### src/rtl/msdap_pkg.sv
// ---------------------------------------------------------------------------
// msdap_pkg
// Shared definitions for the MSDAP main sequencing controller:
//   - controller state encoding (the value driven on the State output)
//   - memory sizes, the zero-run length and the address widths derived from them
//   - address/counter typedefs and a small helper for zero-pair detection
// ---------------------------------------------------------------------------
package msdap_pkg;

    localparam int RJ_WORDS   = 16;
    localparam int COEF_WORDS = 512;
    localparam int DATA_DEPTH = 256;
    localparam int ZERO_RUN   = 800;

    localparam int RJ_AW   = $clog2(RJ_WORDS);
    localparam int COEF_AW = $clog2(COEF_WORDS);
    localparam int DATA_AW = $clog2(DATA_DEPTH);
    localparam int CLR_W   = DATA_AW + 1;
    localparam int ZC_W    = 10;

    typedef logic [RJ_AW-1:0]   rj_addr_t;
    typedef logic [COEF_AW-1:0] coef_addr_t;
    typedef logic [DATA_AW-1:0] data_addr_t;
    typedef logic [CLR_W-1:0]   clr_cnt_t;
    typedef logic [ZC_W-1:0]    zero_cnt_t;

    localparam rj_addr_t   RJ_LAST   = rj_addr_t'(RJ_WORDS - 1);
    localparam coef_addr_t COEF_LAST = coef_addr_t'(COEF_WORDS - 1);
    // The sweep counter carries one extra bit so that reaching DATA_DEPTH
    // marks "all addresses cleared" one cycle after the last clear write.
    localparam clr_cnt_t   CLR_END   = clr_cnt_t'(DATA_DEPTH);
    localparam zero_cnt_t  ZC_LAST   = zero_cnt_t'(ZERO_RUN - 1);
    localparam zero_cnt_t  ZC_MAX    = '1;

    // CLEARING shares code 0 with INIT; an internal flag tells them apart.
    typedef enum logic [2:0] {
        ST_INIT      = 3'd0,
        ST_WAIT_RJ   = 3'd1,
        ST_READ_RJ   = 3'd2,
        ST_WAIT_COEF = 3'd3,
        ST_READ_COEF = 3'd4,
        ST_WAIT_DATA = 3'd5,
        ST_WORKING   = 3'd6,
        ST_SLEEPING  = 3'd7
    } msdap_state_e;

    function automatic logic is_zero_pair(input logic [15:0] left, input logic [15:0] right);
        return (left == 16'd0) && (right == 16'd0);
    endfunction

endpackage

### src/rtl/msdap_zero_detect.sv
// ---------------------------------------------------------------------------
// msdap_zero_detect
// Counts consecutive all-zero sample pairs with a 10-bit saturating counter.
// Ports:
//   clk        in   system clock (Sclk)
//   reset      in   synchronous active-high reset
//   clear      in   forces the run count to zero
//   pair_valid in   a data pair is being accepted this cycle
//   pair_zero  in   the accepted pair is all-zero
//   run_last   out  the run is one pair short of ZERO_RUN, so a further zero
//                   pair brings the run to ZERO_RUN
// ---------------------------------------------------------------------------
module msdap_zero_detect
    import msdap_pkg::*;
(
    input  logic clk,
    input  logic reset,
    input  logic clear,
    input  logic pair_valid,
    input  logic pair_zero,
    output logic run_last
);

    zero_cnt_t run_count;

    // Any nonzero pair breaks the run; zero pairs extend it, saturating at
    // the counter maximum so a long silence can never wrap back to a short run.
    always_ff @(posedge clk) begin
        if (reset || clear) begin
            run_count <= '0;
        end else if (pair_valid) begin
            if (!pair_zero) begin
                run_count <= '0;
            end else if (run_count != ZC_MAX) begin
                run_count <= run_count + 1'b1;
            end
        end
    end

    // Exported as "one short" rather than "reached" so the controller can
    // act on the very pair that completes the run without a feedback path.
    assign run_last = (run_count == ZC_LAST);

endmodule

### src/rtl/msdap_main_ctrl.sv
// ---------------------------------------------------------------------------
// msdap_main_ctrl
// Main sequencing controller for the MSDAP stereo FIR datapath (Sclk domain).
// Steers incoming L/R word pairs into Rj, coefficient and data memories,
// issues per-sample compute starts, and handles init sweep, flush and sleep.
// Ports:
//   Sclk          in   system clock
//   Reset         in   synchronous active-high block reset
//   Start         in   one-cycle pulse, same effect as Reset
//   Flush_req     in   level, high while the external reset is asserted
//   Word_valid    in   one-cycle strobe, WordL/WordR hold a new pair
//   WordL, WordR  in   left/right 16-bit words
//   State         out  current state code
//   InReady       out  datapath accepts serial input
//   Rj_we/addr    out  Rj memory write strobe and address
//   Coef_we/addr  out  coefficient memory write strobe and address
//   Data_we/clr   out  data memory write strobe; clr selects zero data
//   Data_addr     out  data memory write address (circular)
//   Compute_start out  one-cycle pulse, ALU computes the sample at Data_addr
//   Sleep         out  high while sleeping on a zero input run
// All outputs are registered; a pair accepted at one edge shows its strobes
// during the following cycle.
// ---------------------------------------------------------------------------
module msdap_main_ctrl
    import msdap_pkg::*;
(
    input  logic        Sclk,
    input  logic        Reset,
    input  logic        Start,
    input  logic        Flush_req,
    input  logic        Word_valid,
    input  logic [15:0] WordL,
    input  logic [15:0] WordR,
    output logic [2:0]  State,
    output logic        InReady,
    output logic        Rj_we,
    output logic [3:0]  Rj_addr,
    output logic        Coef_we,
    output logic [8:0]  Coef_addr,
    output logic        Data_we,
    output logic        Data_clr,
    output logic [7:0]  Data_addr,
    output logic        Compute_start,
    output logic        Sleep
);

    msdap_state_e state, state_next;
    logic         clearing, clearing_next;
    clr_cnt_t     clr_cnt, clr_cnt_next;
    rj_addr_t     rj_ptr, rj_ptr_next;
    coef_addr_t   coef_ptr, coef_ptr_next;
    data_addr_t   data_ptr, data_ptr_next;

    logic         rj_we_q, rj_we_next;
    rj_addr_t     rj_addr_q, rj_addr_next;
    logic         coef_we_q, coef_we_next;
    coef_addr_t   coef_addr_q, coef_addr_next;
    logic         data_we_q, data_we_next;
    logic         data_clr_q, data_clr_next;
    data_addr_t   data_addr_q, data_addr_next;
    logic         compute_q, compute_next;
    logic         in_ready_q, in_ready_next;
    logic         sleep_q, sleep_next;

    logic         block_reset;
    logic         pair_zero;
    logic         run_last;
    logic         zc_clear;
    logic         zc_valid;
    logic         data_accept;
    logic         start_clear;

    // Start is a soft re-initialisation and behaves exactly like Reset.
    assign block_reset = Reset | Start;
    assign pair_zero   = is_zero_pair(WordL, WordR);

    msdap_zero_detect u_zero_detect (
        .clk        (Sclk),
        .reset      (block_reset),
        .clear      (zc_clear),
        .pair_valid (zc_valid),
        .pair_zero  (pair_zero),
        .run_last   (run_last)
    );

    // Next-state and next-output logic. Strobes default low each cycle; the
    // sweep, load and data paths raise at most one of them.
    always_comb begin
        state_next     = state;
        clearing_next  = clearing;
        clr_cnt_next   = clr_cnt;
        rj_ptr_next    = rj_ptr;
        coef_ptr_next  = coef_ptr;
        data_ptr_next  = data_ptr;
        rj_we_next     = 1'b0;
        rj_addr_next   = rj_addr_q;
        coef_we_next   = 1'b0;
        coef_addr_next = coef_addr_q;
        data_we_next   = 1'b0;
        data_clr_next  = 1'b0;
        data_addr_next = data_addr_q;
        compute_next   = 1'b0;
        zc_clear       = 1'b0;
        zc_valid       = 1'b0;
        data_accept    = 1'b0;
        start_clear    = 1'b0;

        case (state)
            // Used for both power-up init and mid-stream clearing: one zero
            // write per cycle, then hand over depending on which sweep it was.
            ST_INIT: begin
                if (clr_cnt == CLR_END) begin
                    state_next     = clearing ? ST_WAIT_DATA : ST_WAIT_RJ;
                    clearing_next  = 1'b0;
                    clr_cnt_next   = '0;
                    data_ptr_next  = '0;
                    data_addr_next = '0;
                    zc_clear       = 1'b1;
                end else begin
                    data_we_next   = 1'b1;
                    data_clr_next  = 1'b1;
                    data_addr_next = clr_cnt[DATA_AW-1:0];
                    clr_cnt_next   = clr_cnt + 1'b1;
                end
            end
            ST_WAIT_RJ, ST_READ_RJ: begin
                if (Word_valid) begin
                    rj_we_next   = 1'b1;
                    rj_addr_next = rj_ptr;
                    if (rj_ptr == RJ_LAST) begin
                        rj_ptr_next = '0;
                        state_next  = ST_WAIT_COEF;
                    end else begin
                        rj_ptr_next = rj_ptr + 1'b1;
                        state_next  = ST_READ_RJ;
                    end
                end
            end
            ST_WAIT_COEF, ST_READ_COEF: begin
                if (Word_valid) begin
                    coef_we_next   = 1'b1;
                    coef_addr_next = coef_ptr;
                    if (coef_ptr == COEF_LAST) begin
                        coef_ptr_next = '0;
                        state_next    = ST_WAIT_DATA;
                    end else begin
                        coef_ptr_next = coef_ptr + 1'b1;
                        state_next    = ST_READ_COEF;
                    end
                end
            end
            // Held here while the external reset is still asserted after a flush.
            ST_WAIT_DATA: begin
                if (Word_valid && !Flush_req) begin
                    data_accept = 1'b1;
                end
            end
            ST_WORKING: begin
                if (Flush_req) begin
                    start_clear = 1'b1;
                end else if (Word_valid) begin
                    data_accept = 1'b1;
                end
            end
            // Zero pairs are dropped entirely; a nonzero pair wakes us up and
            // is processed in the same cycle.
            ST_SLEEPING: begin
                if (Flush_req) begin
                    start_clear = 1'b1;
                end else if (Word_valid && !pair_zero) begin
                    data_accept = 1'b1;
                end
            end
            default: begin
                state_next = ST_INIT;
            end
        endcase

        // Flush has priority over any word arriving in the same cycle.
        if (start_clear) begin
            state_next    = ST_INIT;
            clearing_next = 1'b1;
            clr_cnt_next  = '0;
            zc_clear      = 1'b1;
        end

        // The pair that completes the zero run is still written and computed.
        if (data_accept) begin
            data_we_next   = 1'b1;
            compute_next   = 1'b1;
            data_addr_next = data_ptr;
            data_ptr_next  = data_ptr + 1'b1;
            zc_valid       = 1'b1;
            state_next     = (pair_zero && run_last) ? ST_SLEEPING : ST_WORKING;
        end

        in_ready_next = (state_next != ST_INIT);
        sleep_next    = (state_next == ST_SLEEPING);
    end

    // State and registered outputs.
    always_ff @(posedge Sclk) begin
        if (block_reset) begin
            state       <= ST_INIT;
            clearing    <= 1'b0;
            clr_cnt     <= '0;
            rj_ptr      <= '0;
            coef_ptr    <= '0;
            data_ptr    <= '0;
            rj_we_q     <= 1'b0;
            rj_addr_q   <= '0;
            coef_we_q   <= 1'b0;
            coef_addr_q <= '0;
            data_we_q   <= 1'b0;
            data_clr_q  <= 1'b0;
            data_addr_q <= '0;
            compute_q   <= 1'b0;
            in_ready_q  <= 1'b0;
            sleep_q     <= 1'b0;
        end else begin
            state       <= state_next;
            clearing    <= clearing_next;
            clr_cnt     <= clr_cnt_next;
            rj_ptr      <= rj_ptr_next;
            coef_ptr    <= coef_ptr_next;
            data_ptr    <= data_ptr_next;
            rj_we_q     <= rj_we_next;
            rj_addr_q   <= rj_addr_next;
            coef_we_q   <= coef_we_next;
            coef_addr_q <= coef_addr_next;
            data_we_q   <= data_we_next;
            data_clr_q  <= data_clr_next;
            data_addr_q <= data_addr_next;
            compute_q   <= compute_next;
            in_ready_q  <= in_ready_next;
            sleep_q     <= sleep_next;
        end
    end

    assign State         = state;
    assign InReady       = in_ready_q;
    assign Rj_we         = rj_we_q;
    assign Rj_addr       = rj_addr_q;
    assign Coef_we       = coef_we_q;
    assign Coef_addr     = coef_addr_q;
    assign Data_we       = data_we_q;
    assign Data_clr      = data_clr_q;
    assign Data_addr     = data_addr_q;
    assign Compute_start = compute_q;
    assign Sleep         = sleep_q;

endmodule

### config.mk
export PLATFORM = sky130hd
export DESIGN_NAME = msdap_main_ctrl
export DESIGN_NICKNAME = d
export VERILOG_FILES = /design/src/rtl/msdap_pkg.sv /design/src/rtl/msdap_zero_detect.sv /design/src/rtl/msdap_main_ctrl.sv
export SDC_FILE = /design/constraint.sdc
export NUM_CORES = 1
export LEC_CHECK = 0
export BUFFER_PORTS_ARGS = -buffer_cell sky130_fd_sc_hd__buf_2
export CAP_MARGIN = 20
export CORE_AREA = 4 4 77 114
export CTS_CLUSTER_DIAMETER = 200
export DETAILED_ROUTE_END_ITERATION = 10
export DIE_AREA = 0 0 81 118
export PLACE_DENSITY = 0.66
export SLEW_MARGIN = 20
export SYNTH_ARGS = -nofsm -noshare
export SYNTH_HDL_FRONTEND = slang
export SYNTH_HIERARCHICAL = 1
export SYNTH_SLANG_ARGS = --single-unit
### constraint.sdc
create_clock -name Sclk -period 3.05 [get_ports Sclk]
set_clock_uncertainty 0.05 [all_clocks]
set_input_delay 0.1525 -clock Sclk [delete_from_list [all_inputs] [get_ports Sclk]]
set_output_delay 0.1525 -clock Sclk [all_outputs]
set_load 0.05 [all_outputs]
Yosys cells after proc, flatten, opt, wreduce, memory -nomap -nowiden
Cells that the tools add are included.
W data, S select, Z words.
{"block": "totals", "inputBits": 37, "ff_bits": 72, "wordCells": 104}
{"block": "classes", "n_mux": 39, "n_addsub": 5, "n_eq_ne": 14, "n_bitwise": 3, "n_reduce_logical": 26}
{"operator": "$mux W8", "n": 6}
{"operator": "$logic_not A16 Y1", "n": 2}
{"operator": "$mux W1", "n": 20}
{"operator": "$mux W10", "n": 2}
{"operator": "$add A9 B1 Y9 const B", "n": 2}
{"operator": "$eq A9 B9 Y1 const B", "n": 2}
{"operator": "$mux W3", "n": 6}
{"operator": "$mux W9", "n": 2}
{"operator": "$eq A3 B3 Y1 const B", "n": 5}
{"operator": "$reduce_or A2 Y1", "n": 6}
{"operator": "$add A10 B1 Y10 const B", "n": 1}
{"operator": "$eq A10 B10 Y1 const B", "n": 1}
{"operator": "$ne A10 B10 Y1 const B", "n": 1}
{"operator": "$reduce_and A2 Y1", "n": 5}
{"operator": "$pmux W3 S3", "n": 1}
{"operator": "$add A8 B1 Y8 const B", "n": 1}
{"operator": "$reduce_bool A2 Y1", "n": 4}
{"operator": "$eq A3 B2 Y1 const B", "n": 2}
{"operator": "$add A4 B1 Y4 const B", "n": 1}
{"operator": "$eq A4 B4 Y1 const B", "n": 1}
{"operator": "$logic_and A1 B1 Y1", "n": 4}
{"operator": "$mux W4", "n": 1}
{"operator": "$eq A3 B1 Y1 const B", "n": 1}
{"operator": "$logic_not A3 Y1", "n": 1}
{"operator": "7 further kinds", "n": 9}

Longest topological paths before layout
Gate-level depths: netlist of the first run.
{"block": "depth", "word_depth": 9, "depth_mapped": 11}

Modules after synthesis
Netlist of the first run, hierarchy kept.
{"module": "msdap_main_ctrl", "n_inst": 1, "cells_per_inst": 330, "seq_area_each_um2": 1241.2, "area_each_um2": 2864.0}
{"module": "msdap_zero_detect", "n_inst": 1, "cells_per_inst": 66, "seq_area_each_um2": 200.2, "area_each_um2": 559.3}

Worst setup path after synthesis of the first run
OpenSTA, ideal clock, no wires.
{"block": "synth_timing", "path_type": "register -> register", "start": "register state[1] (netlist: State[1])", "end": "register u_zero_detect.run_count[9]", "path_stages_with_launch": 11, "path_slack_ns": 0.496, "t_arrival_ns": 2.413, "required_time_ns": 2.909, "path_buffers": 2, "path_cell_list": "dfxtp_1 -> buf_4 -> nor2_1 -> nor3_2 -> nand2b_1 -> inv_1 -> buf_2 -> nand3_1 -> nor3_2 -> a31oi_1 -> a311oi_1"}
{"block": "synth_between", "elab_cells_between_ends": 12, "cone_classes": "eq/ne: 3; mux: 5; reduce/logical: 4"}
{"item": "from (decl)", "line_no": "msdap_main_ctrl.sv:47", "source": "msdap_state_e state, state_next;"}
{"item": "from (signal assigned)", "line_no": "msdap_main_ctrl.sv:221", "source": "state <= state_next;"}
{"item": "$eq A3 B3 Y1", "line_no": "msdap_main_ctrl.sv:108", "source": "case (state)"}
{"item": "$pmux W1 S3 *", "line_no": "msdap_main_ctrl.sv:108"}
{"item": "$mux W1 *"}
{"item": "net compute_next", "line_no": "msdap_main_ctrl.sv:61", "source": "logic compute_q, compute_next;"}
{"item": "$reduce_and A2 Y1 (no source line) *"}
{"item": "to (signal assigned)", "line_no": "msdap_zero_detect.sv:35", "source": "run_count <= run_count + 1'b1;"}
{"item": "to (decl)", "line_no": "msdap_zero_detect.sv:24", "source": "zero_cnt_t run_count;"}
The timed path passes the listed nets; every way through them passes the cells marked *.
A chain may end at the register's enable or synchronous reset.

Worst setup path in the final report of the first run
{"block": "layout_timing", "start": "register state[1] (netlist: State[1])", "end": "register u_zero_detect.run_count[7]"}
The elaborated chain is that of the path after synthesis.

==> flow_summary.toml, run 1 <==
[run_status]
status = "complete, no violations"

[cts]
ctsResizeCount = 0
cts_made_buffers = 9
clock_latency_ns = 0.33
htreeDepth = 3
cts_tree = "built"
ctsHoldBuffers = 0
cts.sinks = 72
path_clk_slew_ns = 0.05
root_buffer = "clkbuf_16"
cts_buffer_depth = 2
postCtsSetupBuffers = 0

[power]
p_leak_uw = 0.00162
ir_worst_vdd_mv = 0.342
p_per_area_mw_per_mm2 = 511
fin_total_pwr_uw = 2130

[floorplanning]
fp.dieH_um = 118
io_pins = 68
core_sq_mm = 0.00771
fp.dieW_um = 81
rows = 39
dieArea_sq_mm = 0.00956
start_util_pct = 44.4

[worst_setup_path]
r2r_cells = 9
arrival_ns = 2.61
r2r_end = "u_zero_detect/run_count[7]"
worstReg2RegStart = "State[1]"
end_kind = "register"
crit_required_ns = 3.21
r2r_slack_ns = 0.60
critPathLaunchType = "register"
critPathMaxFanout = 17
crit_type = "reg -> reg"

[global_routing]
grtUsageTotal_pct = 18.1
grt_pass1_vias = 3044
grt_max_degree = 23
grt-ovfl-total = 0
grt_pass1_wl_um = 13800
grt_antenna_before_repair = 0

[finish]
final_core_util_pct = 54.0
regArea_sq_mm = 0.00144
layout.cells.non_filler = 571
multi_input_area_sq_mm = 0.00185
drive_gt1_share_pct = 21.5
antennaDiodeCount = 0
area_growth_pct = 21.7
nets = 508
nFillCells = 748

[yosys]
synth-xor-area-share_pct = 3.58
syn_area_sq_mm = 0.00342
synth.most_common_cell = "dfxtp_1"
synthMuxAreaShare_pct = 5.85
synth-simple-area-share_pct = 27.8
synth_top_family_by_area = "simple AND/OR/NAND/NOR gates"
synth_edf_count = 0
synth_commonest_cells = "dfxtp_1, nor2_1, nand2_1, nor3_1, mux2i_1"
ys.flop_type = "dfxtp_1"
synthAdderAreaFrac_pct = 2.56
yosysTopAreaCellShare_pct = 42.1
ys_async_sr_fraction_pct = 0
synth-compound-area-share_pct = 14.0
ys_warn_count = 6
post-synth-top-area-cell = "dfxtp_1"
ys_seq_area_share_pct = 42.1
synthTopCellsByArea = "dfxtp_1, nor2_1, mux2i_1"
ys_ff_latch = 72
syn_inst = 396
ys_types = 54
syn-num-nets = 440
avgSynthCellArea_sq_um = 8.64

[drt]
ant_nets = 0
routedWlPerCell_um = 13.9
routed_via_density = 5.42
drc = 0
drtIter0Drc = 181
vias = 3097
wl_um = 7940
dr.pass1.iters = 4

[sta]
whs_ns = 0.193
max_slew_margin_pct = 57.2
min_period_ns = 2.45
rsz0062_at_grt = "false"
fin_crit_sh_pct = 80.4
finalSetupViolations = 0
hold_viol_final = 0
slew_viol_final = 0
tns_ns = 0
fmax_ghz = 0.408
tightestPinTransition_ns = 0.642

[hold_path]
min_to = "State[1]"
whs_path_depth = 3
hold_path_startpoint = "Flush_req"
worstHoldPathType = "in -> reg"

[flow_run]
cap_violations = 0

[placement]
hpwl_um = 5830
portBuffers = 67
place_congestion = 0.789
placedCellCount = 555
==> report_power, final <==
group	internal, uW	switching (uW)
Clock	737	377
Sequential	944	1.53
Combinational	27.3	40.4
==> layout make-up <==
cell class,instances,area share (%)
well taps,102,3.06
flip-flops and latches,72,34.6
clock buffers,13,6.01
repair buffers,75,9.49
clock inverters,3,1.56
multi-input cells,295,44.3
inverters,11,0.991
==> logic make-up after synthesis <==
family	count (synthesis)
DFF	72
adders and majority gates	7
AOI/OAI and AO/OA	73
and+or+nand+nor	181
xor gates and xnor gates	14
buffers and inverters	29
muxes	20
==> worst max-delay path, stage by stage (launching register included) <==
cell	delay, ns
dfxtp_1	0.67
nor2_1	0.19
nor3_2	0.18
buf_4	0.17
nand2b_1	0.07
inv_1	0.19
inv_1	0.09
o21ai_1	0.46
o21bai_1	0.19
a31oi_1	0.05
==> worst max-delay path by stage <==
| stage | cells after the start | from | end |
|---|---|---|---|
| 6_report | 9 | State[1] | u_zero_detect/run_count[7] |
| 5_1_grt | 9 | State[1] | u_zero_detect/run_count[9] |
| 4_1_cts | 9 | State[1] | u_zero_detect/run_count[9] |
| 3_5_place_dp | 9 | State[1] | u_zero_detect/run_count[7] |
| 3_3_place_gp | 9 | State[1] | u_zero_detect/run_count[7] |
| 2_1_floorplan | 10 | State[1] | u_zero_detect/run_count[9] |
==> per-stage QoR <==
step / area, sq um / setup slack, ns
after floorplan: 3420 / 0.496
after global placement: 3850 / 0.710
after detailed placement: 3850 / 0.636
after CTS: 4170 / 0.611
after global routing: 4170 / 0.292
final: 4170 / 0.597
==> cell usage in the layout (no fill, tap or decap), types with 4 or more instances in the layout <==
cell type	n
and3_1	6
o31ai_1	4
buf_4	8
buf_2	67
dfxtp_1	72
nor2_1	56
xnor2_1	6
nand4_1	10
nand3_1	15
a31oi_1	7
clkbuf_16	9
nor4_1	9
nor3_1	21
nand2_1	28
a211oi_1	11
or3_1	4
or4_1	5
ha_1	7
a21oi_1	17
o21ai_0	13
xor2_1	8
mux2i_1	20
inv_1	11
nor3b_1	4
==> registers in the layout (all words and copies together), names as in the netlist, 3 cells and up <==
register,cells
Coef_addr,9
Data_addr,8
Rj_addr,4
State,3
clr_cnt,9
coef_ptr,9
data_ptr,8
rj_ptr,4
u_zero_detect/run_count,10
==> per-layer routing <==
| layer | global-route usage (%) | vias to the layer above | wire, um |
|---|---|---|---|
| li1 | - | 1564 | - |
| met5 | 0 | - | 0 |
| met4 | 6.77 | 0 | 134 |
| met2 | 30.3 | 77 | 4030 |
| met3 | 5.74 | 11 | 520 |
| met1 | 21.0 | 1445 | 3250 |
Note: power is estimated with default switching activity, not from simulation.
==> inputs of run 2 (changes only) <==
Settings changed: PLACE_DENSITY 0.66 to 0.68.
Clock period 3.05 ns to 2.2 ns, I/O delays scaled along.
==> flow_summary.toml, run 2 (synthesis results as in run 1) <==
[run_status]
status = "complete, no violations"

[finish]
area_growth_pct = 24.5
final_core_util_pct = 55.3
final_common_cell = "dfxtp_1"
largest_reg_flops = 10
regMostFlops = "u_zero_detect/run_count"
mostFrequentLayoutCells = "dfxtp_1, buf_2, nor2_1"
drive_gt1_share_pct = 24.9
antennaDiodeCount = 0
nets = 517
nFillCells = 750

[global_routing]
grt_antenna_before_repair = 0
grt_use_met2_pct = 29.2
use_met3_pct = 4.13
grt_pass1_vias = 3096
grt-busiest-layer = "met2"
use_met1_pct = 20.2
grt-ovfl-total = 0
grtUsageTotal_pct = 17.4
grt_pass1_wl_um = 13400
grt_max_degree = 30

[cts]
htreeDepth = 3
cts_buffer_depth = 2
ctsHoldBuffers = 0
clock_latency_ns = 0.33
cts_made_buffers = 9
root_buffer = "clkbuf_16"
path_clk_slew_ns = 0.05
cts_tree = "built"
cts.sinks = 72

[drt]
wl_um = 7760
ant_nets = 0
drtIter0Drc = 137
routedWlPerCell_um = 13.4
drc = 0
vias = 3163
routed_via_density = 5.46
dr.pass1.iters = 4

[sta]
slew_viol_final = 0
fmax_ghz = 0.492
hold_viol_final = 0
fin_crit_sh_pct = 92.3
rsz0062_at_grt = "false"
setup_ws_ns = 0.169
tightestPinTransition_ns = 0.525
max_slew_margin_pct = 64.9
min_period_ns = 2.03
finalSetupViolations = 0

[worst_setup_path]
crit_type = "reg -> reg"
critPathMaxFanout = 7
critPathLaunchType = "register"
crit_required_ns = 2.41
arrival_ns = 2.24
end_kind = "register"

[flow_run]
cap_violations = 0

[hold_path]
worstHoldPathType = "in -> reg"

[power]
p_per_area_mw_per_mm2 = 682
ir_worst_vdd_mv = 0.414
p_leak_uw = 0.00167

[floorplanning]
rows = 39
fp.dieH_um = 118
start_util_pct = 44.4
io_pins = 68
fp.dieW_um = 81
core_sq_mm = 0.00771
dieArea_sq_mm = 0.00956

[placement]
hpwl_um = 5800
portBuffers = 67
dp_slack_ns = 0.147
place_congestion = 0.824
[run 2: changes by cell type in the layout (fill, tap and decap cells not counted), sizes merged]
| cell | change |
|---|---|
| bufinv | -1 |
| buf | +9 |
[run 2: routing by layer]
metal	part of all wire, %	vias to the layer above
met5	0	-
met2	51	76
met3	5.1	11
met4	1.8	0
met1	42	1480
li1	-	1596
[run 2: report_power, final]
| group | internal, uW | switching (uW) | leakage, uW |
|---|---|---|---|
| Clock | 999 | 505 | 0.000157 |
| Sequential | 1310 | 2.17 | 0.000582 |
| Combinational | 37.5 | 55.3 | 0.000930 |
[run 2: layout make-up]
class / instances / area (sq um) / area share, %
Timing Repair Buffer: 84 / 463 / 10.9
Clock buffer: 13 / 282 / 6.61
Sequential cell: 72 / 1450 / 34.0
Inverter: 11 / 41.3 / 0.969
Tap cell: 102 / 128 / 3.00
Multi-Input combinational cell: 295 / 1860 / 43.8
Clock inverter: 2 / 35.0 / 0.822
[run 2: metrics by stage]
stage,std cells,setup TNS (ns),power (uW),hold WS [ns],instance area (sq um)
2_1_floorplan,396,-0.0542,1380,0.279,3430
4_1_cts,578,0,2950,0.131,4240
6_report,579,0,2910,0.150,4260
3_3_place_gp,563,0,1430,0.396,3920
3_5_place_dp,563,0,1430,0.402,3920
5_1_grt,579,0,3020,0.176,4260
[run 2: final timing paths]
check	startpoint	endpoint	slack (ns)	cells after the start
setup / recovery	clr_cnt[0]	data_ptr[4]	0.17	8
hold / removal	Flush_req	State[1]	0.15	3
setup reg to reg	clr_cnt[0]	data_ptr[4]	0.17	8
hold reg to reg	clearing	clearing	0.42	2
[run 2: repair_timing]
item                       CTS  global route
resized for setup            0             4
setup buffers                0             1
setup endpoints to repair    0             5
[run 2: worst max-delay path: stages, from the launching register on]
cell and delay (ns):
dfxtp_1 0.34, inv_1 0.09, ha_1 0.21, nor4b_2 0.16, and4b_2 0.26, buf_4 0.14
a21oi_1 0.43, o21ai_0 0.15, a31oi_1 0.14
==> inputs of run 3 (changes only) <==
Settings changed: ABC_AREA set to 1, CORE_AREA 4 4 77 114 to 4 4 79 118, DIE_AREA 0 0 81 118 to 0 0 83 122.
==> flow_summary.toml, run 3 <==
[run_status]
status = "complete, no violations"

[drt]
dr.pass1.iters = 6
routedWlPerCell_um = 12.2
vias = 3539
drtIter0Drc = 141
wl_um = 8660
routed_via_density = 4.98
ant_nets = 0
drc = 0

[worst_setup_path]
critPathLaunch = "coef_ptr[1]"
crit_required_ns = 2.43
arrival_ns = 2.18
end_kind = "register"
crit_type = "reg -> reg"
critPathLaunchType = "register"
worstReg2RegStart = "coef_ptr[1]"
critPathMaxFanout = 4

[power]
switching_power_uw = 625
p_seq_share_pct = 41.0
p_leak_uw = 0.00201
switching_share_pct = 19.5
clock_power_share_pct = 55.8
p_per_area_mw_per_mm2 = 715
comb_power_share_pct = 3.2
internal_power_uw = 2570
ir_worst_vdd_mv = 0.470

[cts]
cts.sinks = 72
cts_tree = "built"
htreeDepth = 3
clock_latency_ns = 0.33
ctsHoldBuffers = 0
cts_made_buffers = 9
cts_buffer_depth = 2
postCtsSetupBuffers = 0
ctsResizeCount = 0
path_clk_slew_ns = 0.06
root_buffer = "clkbuf_16"

[yosys]
yosysTopAreaCellShare_pct = 39.2
synth_commonest_cells = "nand2_1, dfxtp_1, nor2_1, inv_1, a21oi_1"
synth_edf_count = 0
avgSynthCellArea_sq_um = 6.99
syn_inst = 526
ys_types = 41
ys_async_sr_fraction_pct = 0
ys_warn_count = 6
syn-num-nets = 570
post-synth-top-area-cell = "dfxtp_1"
syn_area_sq_mm = 0.00368
synthTopCellsByArea = "dfxtp_1, nand2_1, nor2_1"
ys.flop_type = "dfxtp_1"
ys_seq_area_share_pct = 39.2
ys_ff_latch = 72
synth.most_common_cell = "nand2_1"

[finish]
antennaDiodeCount = 0
final_common_cell = "nand2_1"
nFillCells = 833
mostFrequentLayoutCells = "nand2_1, dfxtp_1, nor2_1"
nets = 642
final_core_util_pct = 53.8
drive_gt1_share_pct = 21.4
area_growth_pct = 21.6
regMostFlops = "u_zero_detect/run_count"
largest_reg_flops = 10

[global_routing]
grt_pass1_wl_um = 14900
grt_antenna_before_repair = 0
grt_max_degree = 28
grtUsageTotal_pct = 17.8
grt_pass1_vias = 3398
grt-ovfl-total = 0

[sta]
tns_ns = 0
min_period_ns = 1.95
max_slew_margin_pct = 72.5
finalSetupViolations = 0
hold_viol_final = 0
fmax_ghz = 0.512
fin_crit_sh_pct = 88.8
slew_viol_final = 0
rsz0062_at_grt = "false"
tightestPinTransition_ns = 0.413
setup_ws_ns = 0.246

[placement]
hpwl_um = 6460
place_congestion = 0.887
dp_slack_ns = 0.281
portBuffers = 67

[floorplanning]
rows = 41
fp.dieH_um = 122
core_sq_mm = 0.00831
dieArea_sq_mm = 0.0101
io_pins = 68
fp.dieW_um = 83
start_util_pct = 44.3

[hold_path]
hold_path_startpoint = "Reset"
worstHoldPathType = "in -> reg"

[flow_run]
cap_violations = 0
[run 3: cell families after synthesis]
logic type,Yosys count,share of synthesized area (%)
fa+ha+maj,7,2.38
compound gates,79,12.0
flops,72,39.2
buf+inv,76,9.05
xor+xnor,5,1.19
simple gates,287,36.2
[run 3: area by class of cell]
cell class	count	area [sq um]	share of cell area [%]
clock inverters	7	143	3.19
clock buffers	9	225	5.03
flip-flops and latches	72	1440	32.3
well taps	107	134	2.99
repair buffers	74	388	8.67
inverters	63	236	5.29
multi-input cells	378	1900	42.6
[run 3: per-stage QoR]
| stage | cells | power, uW | hold slack (ns) | area (sq um) |
|---|---|---|---|---|
| floorplan | 526 | 1390 | 0.259 | 3680 |
| finish | 710 | 3200 | 0.159 | 4470 |
| global route | 710 | 3300 | 0.201 | 4470 |
| global placement | 694 | 1440 | 0.403 | 4110 |
| CTS | 710 | 3220 | 0.146 | 4470 |
| detailed placement | 694 | 1440 | 0.407 | 4110 |
[run 3: final timing paths]
| check | end | slack, ns | cells past startpoint |
|---|---|---|---|
| setup / recovery | InReady | 0.25 | 14 |
| hold / removal | u_zero_detect/run_count[9] | 0.16 | 6 |
| setup reg to reg | InReady | 0.25 | 14 |
| hold reg to reg | Rj_addr[0] | 0.42 | 2 |
[run 3: layer usage]
| metal | routed length (um) | vias up | GRT usage (%) |
|---|---|---|---|
| met5 | 0 | - | 0 |
| li1 | - | 1842 | - |
| met1 | 3550 | 1595 | 18.9 |
| met3 | 506 | 12 | 5.28 |
| met4 | 156 | 0 | 6.95 |
| met2 | 4450 | 90 | 32.8 |
[run 3: critical path, stage by stage (launching register included)]
cell	delay [ns]
dfxtp_1	0.37
ha_1	0.22
nand4_1	0.16
nor2_1	0.15
ha_1	0.19
inv_1	0.10
nand2_1	0.10
nand3_1	0.08
nand2_1	0.06
nand2_1	0.04
nand2_1	0.07
nand3_1	0.08
nand2_1	0.09
nand2_1	0.06
nand2_1	0.07
[run 3: power by group through the flow]
| stage | logic (uW) | clock network, uW | registers [uW] |
|---|---|---|---|
| floorplan | 42.6 | 0 | 1350 |
| global placement | 100 | 0 | 1340 |
| detailed placement | 102 | 0 | 1340 |
| CTS | 102 | 1810 | 1310 |
| global route | 115 | 1870 | 1310 |
| finish | 102 | 1790 | 1310 |
